[src/rtl/pacman_move_ctrl_if.sv]
// ---------------------------------------------------------------------------
// pacman_move_ctrl_if
//  Bundles the frame tick, joystick strobe, maze-map lookup handshake and the
//  sprite position outputs of the Pac-Man movement sequencer.
//  modport slave  : the movement sequencer itself
//  modport master : the surrounding system (frame timer, joystick, maze map,
//                   sprite renderer)
//  Signals: ce, joy_valid, joy_dir[1:0]            (system -> sequencer)
//           map_req, map_x[4:0], map_y[4:0]        (sequencer -> maze map)
//           map_ack, map_wall                      (maze map -> sequencer)
//           xpos[4:0], ypos[4:0], direction[1:0],
//           moving, step                           (sequencer -> renderer)
// ---------------------------------------------------------------------------
interface pacman_move_ctrl_if;
  logic       ce;
  logic       joy_valid;
  logic [1:0] joy_dir;
  logic       map_req;
  logic [4:0] map_x;
  logic [4:0] map_y;
  logic       map_ack;
  logic       map_wall;
  logic [4:0] xpos;
  logic [4:0] ypos;
  logic [1:0] direction;
  logic       moving;
  logic       step;

  modport slave (
    input  ce, joy_valid, joy_dir, map_ack, map_wall,
    output map_req, map_x, map_y, xpos, ypos, direction, moving, step
  );

  modport master (
    output ce, joy_valid, joy_dir, map_ack, map_wall,
    input  map_req, map_x, map_y, xpos, ypos, direction, moving, step
  );
endinterface

[src/rtl/pacman_move_ctrl.sv]
// ---------------------------------------------------------------------------
// pacman_move_ctrl
//  Movement sequencer for the Pac-Man sprite. Paces tile steps from the frame
//  tick, buffers the latest joystick turn request and probes the target tile
//  through the maze-map handshake before committing a step. A buffered turn
//  is taken as soon as its tile is open; otherwise Pac-Man keeps going
//  straight, or stops at a wall.
//  Ports:
//   clk      system clock
//   reset_n  asynchronous active-low reset
//   bus      pacman_move_ctrl_if.slave (tick, joystick, map handshake,
//            xpos/ypos/direction/moving/step outputs)
//  Optional feature: define PACMAN_TUNNEL_WRAP_EN to make the left/right
//  borders a wrap-around tunnel instead of a wall.
//  Directions: 0 up (y-1), 1 left (x-1), 2 down (y+1), 3 right (x+1).
// ---------------------------------------------------------------------------
module pacman_move_ctrl #(
  parameter int MOVE_FRAMES  = 8,
  parameter int START_X      = 14,
  parameter int START_Y      = 23,
  parameter int START_DIR    = 1,
  parameter int BORDER_X_MIN = 1,
  parameter int BORDER_X_MAX = 28,
  parameter int BORDER_Y_MIN = 1,
  parameter int BORDER_Y_MAX = 28
) (
  input logic               clk,
  input logic               reset_n,
  pacman_move_ctrl_if.slave bus
);

  localparam logic [5:0] TICK_LAST = 6'(MOVE_FRAMES - 1);
  localparam logic [4:0] LX_MIN    = 5'(BORDER_X_MIN);
  localparam logic [4:0] LX_MAX    = 5'(BORDER_X_MAX);
  localparam logic [4:0] LY_MIN    = 5'(BORDER_Y_MIN);
  localparam logic [4:0] LY_MAX    = 5'(BORDER_Y_MAX);

  typedef enum logic [1:0] {IDLE, TRY_PEND, TRY_CUR, COMMIT} state_t;

  state_t     r_state;
  logic [5:0] r_tick;
  logic       r_step_due;
  logic       r_pend_valid;
  logic [1:0] r_pend_dir;
  logic [1:0] r_sel_dir;   // direction under test, frozen for the handshake
  logic       r_oob;       // target off the board: no lookup, treat as wall
  logic       r_map_req;
  logic [4:0] r_map_x, r_map_y;
  logic [4:0] r_xpos, r_ypos;
  logic [1:0] r_dir;
  logic       r_moving, r_step;

  // Neighbour tile of (x,y) in direction d, packed as {oob, x, y}.
  // 5-bit wrap of x-1 at x=0 lands above the max border, so it is caught too.
  function automatic logic [10:0] f_tgt(input logic [1:0] d,
                                        input logic [4:0] x, input logic [4:0] y);
    logic [4:0] tx, ty;
    logic       x_out, y_out;
    tx = x;
    ty = y;
    case (d)
      2'd0: ty = y - 5'd1;
      2'd1: tx = x - 5'd1;
      2'd2: ty = y + 5'd1;
      default: tx = x + 5'd1;
    endcase
    x_out = (tx < LX_MIN) || (tx > LX_MAX);
    y_out = (ty < LY_MIN) || (ty > LY_MAX);
`ifdef PACMAN_TUNNEL_WRAP_EN
    // Only a horizontal move can leave the column range; the wrapped tile
    // still goes through a normal map lookup.
    if (x_out) begin
      tx    = (d == 2'd1) ? LX_MAX : LX_MIN;
      x_out = 1'b0;
    end
`endif
    return {x_out | y_out, tx, ty};
  endfunction

  logic [10:0] w_tgt_pend, w_tgt_cur;
  logic        w_expire, w_done;

  assign w_tgt_pend = f_tgt(r_pend_dir, r_xpos, r_ypos);
  assign w_tgt_cur  = f_tgt(r_dir, r_xpos, r_ypos);
  assign w_expire   = bus.ce && (r_tick == TICK_LAST);
  // A TRY state resolves either on its own (off-board) or on an accepted ack.
  assign w_done     = r_oob || (r_map_req && bus.map_ack);

  always_ff @(posedge clk or negedge reset_n) begin
    if (!reset_n) begin
      r_state      <= IDLE;
      r_tick       <= '0;
      r_step_due   <= 1'b0;
      r_pend_valid <= 1'b0;
      r_pend_dir   <= '0;
      r_sel_dir    <= '0;
      r_oob        <= 1'b0;
      r_map_req    <= 1'b0;
      r_map_x      <= '0;
      r_map_y      <= '0;
      r_xpos       <= 5'(START_X);
      r_ypos       <= 5'(START_Y);
      r_dir        <= 2'(START_DIR);
      r_moving     <= 1'b0;
      r_step       <= 1'b0;
    end else begin
      r_step <= 1'b0;

      // Pacing runs in every state; an expiry with step_due already set is lost.
      if (bus.ce) r_tick <= (r_tick == TICK_LAST) ? 6'd0 : r_tick + 6'd1;
      if (w_expire) r_step_due <= 1'b1;

      case (r_state)
        IDLE: begin
          if (r_step_due) begin
            r_step_due <= 1'b0;
            if (r_pend_valid) begin
              {r_oob, r_map_x, r_map_y} <= w_tgt_pend;
              r_map_req <= ~w_tgt_pend[10];
              r_sel_dir <= r_pend_dir;
              r_state   <= TRY_PEND;
            end else begin
              {r_oob, r_map_x, r_map_y} <= w_tgt_cur;
              r_map_req <= ~w_tgt_cur[10];
              r_sel_dir <= r_dir;
              r_state   <= TRY_CUR;
            end
          end
        end
        TRY_PEND, TRY_CUR: begin
          if (w_done) begin
            if (!r_oob && !bus.map_wall) begin
              r_xpos    <= r_map_x;
              r_ypos    <= r_map_y;
              r_dir     <= r_sel_dir;
              r_moving  <= 1'b1;
              r_step    <= 1'b1;
              r_map_req <= 1'b0;
              r_state   <= COMMIT;
              if (r_state == TRY_PEND) r_pend_valid <= 1'b0;
            end else if (r_state == TRY_PEND) begin
              // Turn blocked: keep it buffered and fall back to going straight.
              {r_oob, r_map_x, r_map_y} <= w_tgt_cur;
              r_map_req <= ~w_tgt_cur[10];
              r_sel_dir <= r_dir;
              r_state   <= TRY_CUR;
            end else begin
              r_moving  <= 1'b0;
              r_map_req <= 1'b0;
              r_state   <= IDLE;
            end
          end
        end
        default: r_state <= IDLE;  // COMMIT: step pulse is high this cycle
      endcase

      // After the FSM so a new request beats a same-cycle consumption.
      if (bus.joy_valid && (bus.joy_dir != r_dir)) begin
        r_pend_dir   <= bus.joy_dir;
        r_pend_valid <= 1'b1;
      end
    end
  end

  assign bus.map_req   = r_map_req;
  assign bus.map_x     = r_map_x;
  assign bus.map_y     = r_map_y;
  assign bus.xpos      = r_xpos;
  assign bus.ypos      = r_ypos;
  assign bus.direction = r_dir;
  assign bus.moving    = r_moving;
  assign bus.step      = r_step;

endmodule

[src/flat_wrapper.sv]
// flat-port wrapper written by rule: the top's interface ports become plain ports
module pacman_move_ctrl_flat 
#(
  parameter int MOVE_FRAMES  = 8,
  parameter int START_X      = 14,
  parameter int START_Y      = 23,
  parameter int START_DIR    = 1,
  parameter int BORDER_X_MIN = 1,
  parameter int BORDER_X_MAX = 28,
  parameter int BORDER_Y_MIN = 1,
  parameter int BORDER_Y_MAX = 28
)
  (clk, reset_n, bus_ce, bus_joy_valid, bus_joy_dir, bus_map_ack, bus_map_wall, bus_map_req, bus_map_x, bus_map_y, bus_xpos, bus_ypos, bus_direction, bus_moving, bus_step);
  pacman_move_ctrl_if bus_i ();
  input logic clk;
  input logic reset_n;
  input wire logic [$bits(bus_i.ce)-1:0] bus_ce;
  input wire logic [$bits(bus_i.joy_valid)-1:0] bus_joy_valid;
  input wire logic [$bits(bus_i.joy_dir)-1:0] bus_joy_dir;
  input wire logic [$bits(bus_i.map_ack)-1:0] bus_map_ack;
  input wire logic [$bits(bus_i.map_wall)-1:0] bus_map_wall;
  output wire logic [$bits(bus_i.map_req)-1:0] bus_map_req;
  output wire logic [$bits(bus_i.map_x)-1:0] bus_map_x;
  output wire logic [$bits(bus_i.map_y)-1:0] bus_map_y;
  output wire logic [$bits(bus_i.xpos)-1:0] bus_xpos;
  output wire logic [$bits(bus_i.ypos)-1:0] bus_ypos;
  output wire logic [$bits(bus_i.direction)-1:0] bus_direction;
  output wire logic [$bits(bus_i.moving)-1:0] bus_moving;
  output wire logic [$bits(bus_i.step)-1:0] bus_step;
  assign bus_i.ce = bus_ce;
  assign bus_i.joy_valid = bus_joy_valid;
  assign bus_i.joy_dir = bus_joy_dir;
  assign bus_i.map_ack = bus_map_ack;
  assign bus_i.map_wall = bus_map_wall;
  assign bus_map_req = bus_i.map_req;
  assign bus_map_x = bus_i.map_x;
  assign bus_map_y = bus_i.map_y;
  assign bus_xpos = bus_i.xpos;
  assign bus_ypos = bus_i.ypos;
  assign bus_direction = bus_i.direction;
  assign bus_moving = bus_i.moving;
  assign bus_step = bus_i.step;
  pacman_move_ctrl #(.MOVE_FRAMES(MOVE_FRAMES), .START_X(START_X), .START_Y(START_Y), .START_DIR(START_DIR), .BORDER_X_MIN(BORDER_X_MIN), .BORDER_X_MAX(BORDER_X_MAX), .BORDER_Y_MIN(BORDER_Y_MIN), .BORDER_Y_MAX(BORDER_Y_MAX)) u_core (.clk(clk), .reset_n(reset_n), .bus(bus_i));
endmodule
[config.mk]
export PLATFORM = sky130hd
export DESIGN_NAME = pacman_move_ctrl_flat
export DESIGN_NICKNAME = d
export VERILOG_FILES = /design/src/rtl/pacman_move_ctrl_if.sv /design/src/rtl/pacman_move_ctrl.sv /design/src/flat_wrapper.sv
export SDC_FILE = /design/constraint.sdc
export NUM_CORES = 1
export LEC_CHECK = 0
export ABC_AREA = 0
export BUFFER_PORTS_ARGS = -buffer_cell sky130_fd_sc_hd__buf_2
export CORE_MARGIN = 5
export CORE_UTILIZATION = 33
export DETAILED_ROUTE_END_ITERATION = 10
export GPL_ROUTABILITY_DRIVEN = 0
export PLACE_DENSITY = 0.5
export SYNTH_ARGS = -nofsm -noshare
export SYNTH_HDL_FRONTEND = slang
export SYNTH_SLANG_ARGS = --single-unit
[constraint.sdc]
create_clock -name clk -period 6.5 [get_ports clk]
set_clock_uncertainty 0.15 [all_clocks]
set_input_delay 0.65 -clock clk [delete_from_list [all_inputs] [get_ports clk]]
set_output_delay 0.65 -clock clk [all_outputs]
set_load 0.01 [all_outputs]
---- Word level (Yosys, flattened, before mapping) ----
Cells that the tools add are included.
W data, S select, Z words.
storage, ports and cells
  output and inout port bits .............. 25
  register bits ........................... 40
  input bits .............................. 8
cells by class
  add/sub/neg operators ................... 5
  bitwise gates (word level) .............. 4
  equal/unequal tests ..................... 13
  order comparisons ....................... 8
  multiplexer cells ....................... 54
  reduce and logical (&&, ||, !) cells .... 28
operators by type and width
  cell                   count
  $pmux W5 S2            6
  $mux W5                10
  $mux W1                23
  $gt A5 B5 Y1 const B   4
  $lt A5 B1 Y1 const B   4
  $mux W2                10
  $add A5 B1 Y5 const B  2
  $reduce_bool A2 Y1     5
  $sub A5 B1 Y5 const B  2
  $reduce_and A3 Y1      3
  $ne A2 B1 Y1 const B   4
  $pmux W2 S2            2
  $add A6 B1 Y6 const B  1
  $eq A2 B1 Y1 const B   3
  $eq A2 B2 Y1 const B   3
  $eq A6 B3 Y1 const B   1
  $logic_not A2 Y1       3
  $mux W6                1
  $reduce_or A2 Y1       3
  $logic_or A1 B1 Y1     5
  $reduce_and A5 Y1      1
  $logic_and A1 B1 Y1    4
  $pmux W1 S2            2
  $reduce_and A4 Y1      1
  6 further kinds        9

---- Longest topological paths before layout ----
  word-level depth ........................ 11
  depth in mapped cells ................... 9

---- Worst setup path before layout ----
OpenSTA, ideal clock, no wires.
  kind .................................... reg2reg
  from .................................... reg u_core.r_ypos[0], in the netlist u_core.bus.ypos[0]
  to ...................................... reg u_core.r_map_req, in the netlist u_core.bus.map_req
  data arrival time ....................... 2.402 ns
  path slack .............................. 3.824 ns
  stages on the path, launching flop included .. 10
  buffers on the path ..................... 1
  library setup time ...................... 0.124 ns
  period minus slack after synthesis ...... 2.676 ns
  path through ............................ dfstp_2 buf_6 inv_1 ha_1 or4b_4 a21oi_2 xnor2_1 or4b_4 and4_1 a211o_1
on the way
  longest elaborated chain between the ends .. 10
ends and longest elaborated chain
  item                                                   RTL line                                          RTL
  start: declaration                                     pacman_move_ctrl.sv:49                            logic [4:0] r_xpos, r_ypos;
  start signal: assignment                               pacman_move_ctrl.sv:102                           r_ypos <= 5'(START_Y);
  start signal: assignment                               pacman_move_ctrl.sv:134                           r_ypos <= r_map_y;
  $add A5 B1 Y5 / $sub A5 B1 Y5 (equally long branches)  pacman_move_ctrl.sv:64, pacman_move_ctrl.sv:62
  $pmux W5 S2                                            pacman_move_ctrl.sv:61                            case (d)
  $lt A5 B1 Y1 / $gt A5 B5 Y1 (equally long branches)    pacman_move_ctrl.sv:68                            y_out = (ty < LY_MIN) || (ty > LY_MAX);
  $logic_or A1 B1 Y1                                     pacman_move_ctrl.sv:68
  $or A1 B1 Y1                                           pacman_move_ctrl.sv:77                            return {x_out | y_out, tx, ty};
  $not A1 Y1                                             pacman_move_ctrl.sv:124, pacman_move_ctrl.sv:144
  $mux W1                                                pacman_move_ctrl.sv:141                           end else if (r_state == TRY_PEND) begin
  $mux W1                                                pacman_move_ctrl.sv:132                           if (!r_oob && !bus.map_wall) begin
  $mux W1                                                pacman_move_ctrl.sv:131                           if (w_done) begin
  $pmux W1 S2 (*)                                        pacman_move_ctrl.sv:113                           case (r_state)
  end signal: assignment                                 pacman_move_ctrl.sv:119                           r_map_req <= ~w_tgt_pend[10];
  end signal: assignment                                 pacman_move_ctrl.sv:124                           r_map_req <= ~w_tgt_cur[10];
  end signal: assignment                                 pacman_move_ctrl.sv:144                           r_map_req <= ~w_tgt_cur[10];
  end: declaration                                       pacman_move_ctrl.sv:47                            logic r_map_req;
Every way passes the cells marked *; elsewhere a longest branch is shown, timed or not. The select of a mux whose other input is x is not followed.
A chain may end at the register's enable or synchronous reset.

---- Final worst setup path ----
  from .................................... reg u_core.r_state[0]
  to ...................................... reg u_core.r_oob
on the way
  longest elaborated chain between the ends .. 4
ends and longest elaborated chain
  item                                                         RTL line                                          RTL
  start: declaration                                           pacman_move_ctrl.sv:40                            state_t r_state;
  start signal: assignment                                     pacman_move_ctrl.sv:91                            r_state <= IDLE;
  start signal: assignment                                     pacman_move_ctrl.sv:121                           r_state <= TRY_PEND;
  start signal: assignment                                     pacman_move_ctrl.sv:126                           r_state <= TRY_CUR;
  $eq A2 B2 Y1 / $eq A2 B1 Y1 (equally long branches)          pacman_move_ctrl.sv:113, pacman_move_ctrl.sv:141
  $reduce_or A2 Y1                                             pacman_move_ctrl.sv:113
  $ne A2 B1 Y1 (no source line), or another cell as far along  -
  $reduce_and A5 Y1 (no source line)                           -
  end signal: assignment                                       pacman_move_ctrl.sv:118                           {r_oob, r_map_x, r_map_y} <= w_tgt_pend;
  end signal: assignment                                       pacman_move_ctrl.sv:123                           {r_oob, r_map_x, r_map_y} <= w_tgt_cur;
  end signal: assignment                                       pacman_move_ctrl.sv:143                           {r_oob, r_map_x, r_map_y} <= w_tgt_cur;
  end: declaration                                             pacman_move_ctrl.sv:46                            logic r_oob;
Several ways; a longest one is shown, not always the timed one.

==> results.sh <==
export IMPL_outcome="finished clean"
export IMPL_p_per_area_nw_per_um2=551
export IMPL_chipWidth_um=96.9
export IMPL_clockBufferDepth=2
export IMPL_cts_setup_buffers=0
export IMPL_ios=33
export IMPL_synth_most_common_cell="nand2_1"
export IMPL_avgViaCountPerCell=4.97
export IMPL_dr_pass1_iters=4
export IMPL_synth_edf_count=0
export IMPL_finalCritPeriodShare=0.451
export IMPL_worst_slew_pin_slew_ns=0.969
export IMPL_postRouteWirelength_um=5590
export IMPL_synthesis_nets=287
export IMPL_p_total_mw=1.54
export IMPL_cts_tree="done"
export IMPL_hpwl_um=4040
export IMPL_timing_rr_start="u_core.r_state[0]"
export IMPL_initial_core_util=0.341
export IMPL_placementRows=31
export IMPL_finalSetupViolCount=0
export IMPL_finalSetupTns_ns=0
export IMPL_critPathRequiredTime_ns=6.52
export IMPL_syn_to_final_growth_pct=12.5
export IMPL_dpl_cell_area_um2=2710
export IMPL_end_kind="flop"
export IMPL_finalHoldViolCount=0
export IMPL_slew_viol_final=0
export IMPL_crit_family="compound AO/OA/AOI/OAI gates"
export IMPL_async_flop_share=1.00
export IMPL_grt_remaining_overflow=0
export IMPL_grt_max_degree=41
export IMPL_rsz0062_at_grt="false"
export IMPL_path_clk_slew_ns=0.08
export IMPL_core_area_um2=7290
export IMPL_p_leak_nw=1.23
export IMPL_final_nets=312
export IMPL_ant_nets=0
export IMPL_ys_seq_area_frac=0.406
export IMPL_grt_pass1_wl_um=9940
export IMPL_cap_violations=0
export IMPL_synth_distinct_cells=40
export IMPL_rr_worst_depth=8
export IMPL_clock_fmax_ghz=0.341
export IMPL_hold_buffers=0
export IMPL_slowest_stage="nand3b_1"
export IMPL_rrSetupSlack_ns=3.57
export IMPL_path_max_fanout=27
export IMPL_synthCells=270
export IMPL_cts_buffers=5
export IMPL_synth_top_area_share=0.322
export IMPL_drive_gt1_frac=0.189
export IMPL_hold_path_class="input port to async pin"
export IMPL_finalInstanceArea_um2=2800
export IMPL_first_global_vias=2025
export IMPL_post_drt_wl_per_cell_um=14.2
export IMPL_syn_avg_cell_area_um2=9.22
export IMPL_cpPeakStageDelay_ns=0.73
export IMPL_worst_setup_path_start_kind="flop"
export IMPL_io_buffers=32
export IMPL_ctsRootBufferMaster="clkbuf_8"
export IMPL_crit_arrival_ns=2.95
export IMPL_insertion_delay_ns=0.29
export IMPL_r2r_end="u_core.r_oob"
export IMPL_dr_total_vias=1965
export IMPL_h_tree_depth=2
export IMPL_path_cells="inv_1 > ha_1 > nor2b_1 > a211oi_1 > nand3b_1 > a311oi_1 > a41o_1 > a31oi_1"
export IMPL_ys_ff_latch=40
export IMPL_die_h_um=96.9
export IMPL_fin_crit_ns=2.93
export IMPL_slew_headroom=0.352
export IMPL_synth_common_cells="36 x nand2_1, 32 x dfrtp_1, 23 x nor2_1, 20 x o21ai_1, 13 x xor2_1"
export IMPL_cts_sinks=40
export IMPL_drt_initial_drc_count=63
export IMPL_synthFlopType="dfrtp_1"
export IMPL_peakVddDrop_uv=163
export IMPL_drc=0
export IMPL_syn_area_um2=2490
export IMPL_critPathBufInv=1
export IMPL_num_antenna_cells=0
export IMPL_antenna_found_initial=0
export IMPL_cts_resized=0
export IMPL_yosys_area_top_type="dfrtp_1"
export IMPL_ys_warn_count=0
export IMPL_yosys_top_cells_area="dfrtp_1 32%, dfstp_2 8.4%, nand2_1 5.4%, xor2_1 4.6%, ha_1 4.5%"
export IMPL_worst_setup_path_type="flop to flop"
export IMPL_groute_usage_overall=0.126
export IMPL_die_area_um2=9380
[flip-flops by register name, indices dropped and copies added, names as in the netlist]
register              cells
u_core.r_tick             6
u_core.bus.map_x          5
u_core.bus.map_y          5
u_core.bus.xpos           5
u_core.bus.ypos           5
u_core.bus.direction      2
u_core.r_pend_dir         2
u_core.r_sel_dir          2
u_core.r_state            2
u_core.bus.map_req        1
u_core.bus.moving         1
u_core.bus.step           1
u_core.r_oob              1
u_core.r_pend_valid       1
u_core.r_step_due         1
[worst max path at each step]
stage | endpoint | depth (start not counted) | start
3_5_place_dp | u_core.r_oob | 7 | bus_map_ack
4_1_cts | u_core.r_oob | 8 | u_core.r_state[0]
6_report | u_core.r_oob | 8 | u_core.r_state[0]
2_1_floorplan | u_core.bus.map_req | 9 | u_core.bus.ypos[0]
3_3_place_gp | u_core.r_oob | 7 | bus_map_ack
5_1_grt | u_core.r_oob | 7 | u_core.r_state[1]
[power breakdown]
| group | internal, mW | switching [mW] | total, mW | leakage [nW] |
|---|---|---|---|---|
| clock network | 0.0761 | 0.0947 | 0.171 | 0.0404 |
| logic | 0.360 | 0.468 | 0.828 | 0.706 |
| registers | 0.373 | 0.172 | 0.546 | 0.487 |
| total | 0.809 | 0.736 | 1.54 | 1.23 |
[cells in the final DEF (no fill, tap or decap), types with 2 or more instances in the layout]
master       n
a21oi_1      8
a22oi_1      3
a311oi_1     3
a31oi_1      2
and4_1       6
buf_2       32
clkbuf_8     5
clkinvlp_4   2
dfrtp_1     32
dfstp_2      8
ha_1         9
inv_1        9
mux2_1       9
mux2_2       4
mux2i_1      8
nand2_1     36
nand4_1      7
nor2_1      23
nor2b_1      4
nor3_1       5
nor4_1       4
nor4b_1      3
o21a_1       2
o21ai_0      9
o21ai_1     20
o22ai_1      2
or4_1        3
or4b_4       2
xnor2_1     12
xor2_1      13
[worst register-to-register path, stage by stage, from the launching register on]
cell      delay [ns]
dfrtp_1         0.38
inv_1           0.08
ha_1            0.24
nor2b_1         0.16
a211oi_1        0.35
nand3b_1        0.73
a311oi_1        0.47
a41o_1          0.21
a31oi_1         0.04
[logic make-up after synthesis]
family / after synthesis / synth area share
flops: 40 / 0.406
xor+xnor: 25 / 0.0879
simple gates: 97 / 0.200
fa+ha+maj: 9 / 0.0452
compound gates: 54 / 0.127
mux: 21 / 0.0910
buf+inv: 24 / 0.0427
[metal layers]
metal / vias to the layer above / wire length (um) / global-route usage
li1: 1008 / - / -
met1: 910 / 2730 / 0.167
met2: 39 / 2540 / 0.198
met3: 8 / 209 / 0.0317
met4: 0 / 114 / 0.0475
met5: - / 0 / 0
[layout make-up]
type                            count  area, um^2
Inverter                            9        33.8
Tap cell                           99         124
Fill cell                         782        4490
Timing Repair Buffer               33         168
Clock buffer                        5        68.8
Multi-Input combinational cell    206        1370
Sequential cell                    40        1010
Clock inverter                      3        23.8
[stage by stage]
stage	worst slack, ns	instances	util	hold WS [ns]
6_report	3.57	395	0.384	0.324
2_1_floorplan	3.82	270	-	0.204
4_1_cts	3.55	395	0.384	0.331
3_3_place_gp	3.59	387	0.371	0.312
5_1_grt	3.29	395	0.384	0.354
3_5_place_dp	3.56	387	0.371	0.314
No activity file was read; power rests on OpenSTA's default activity.
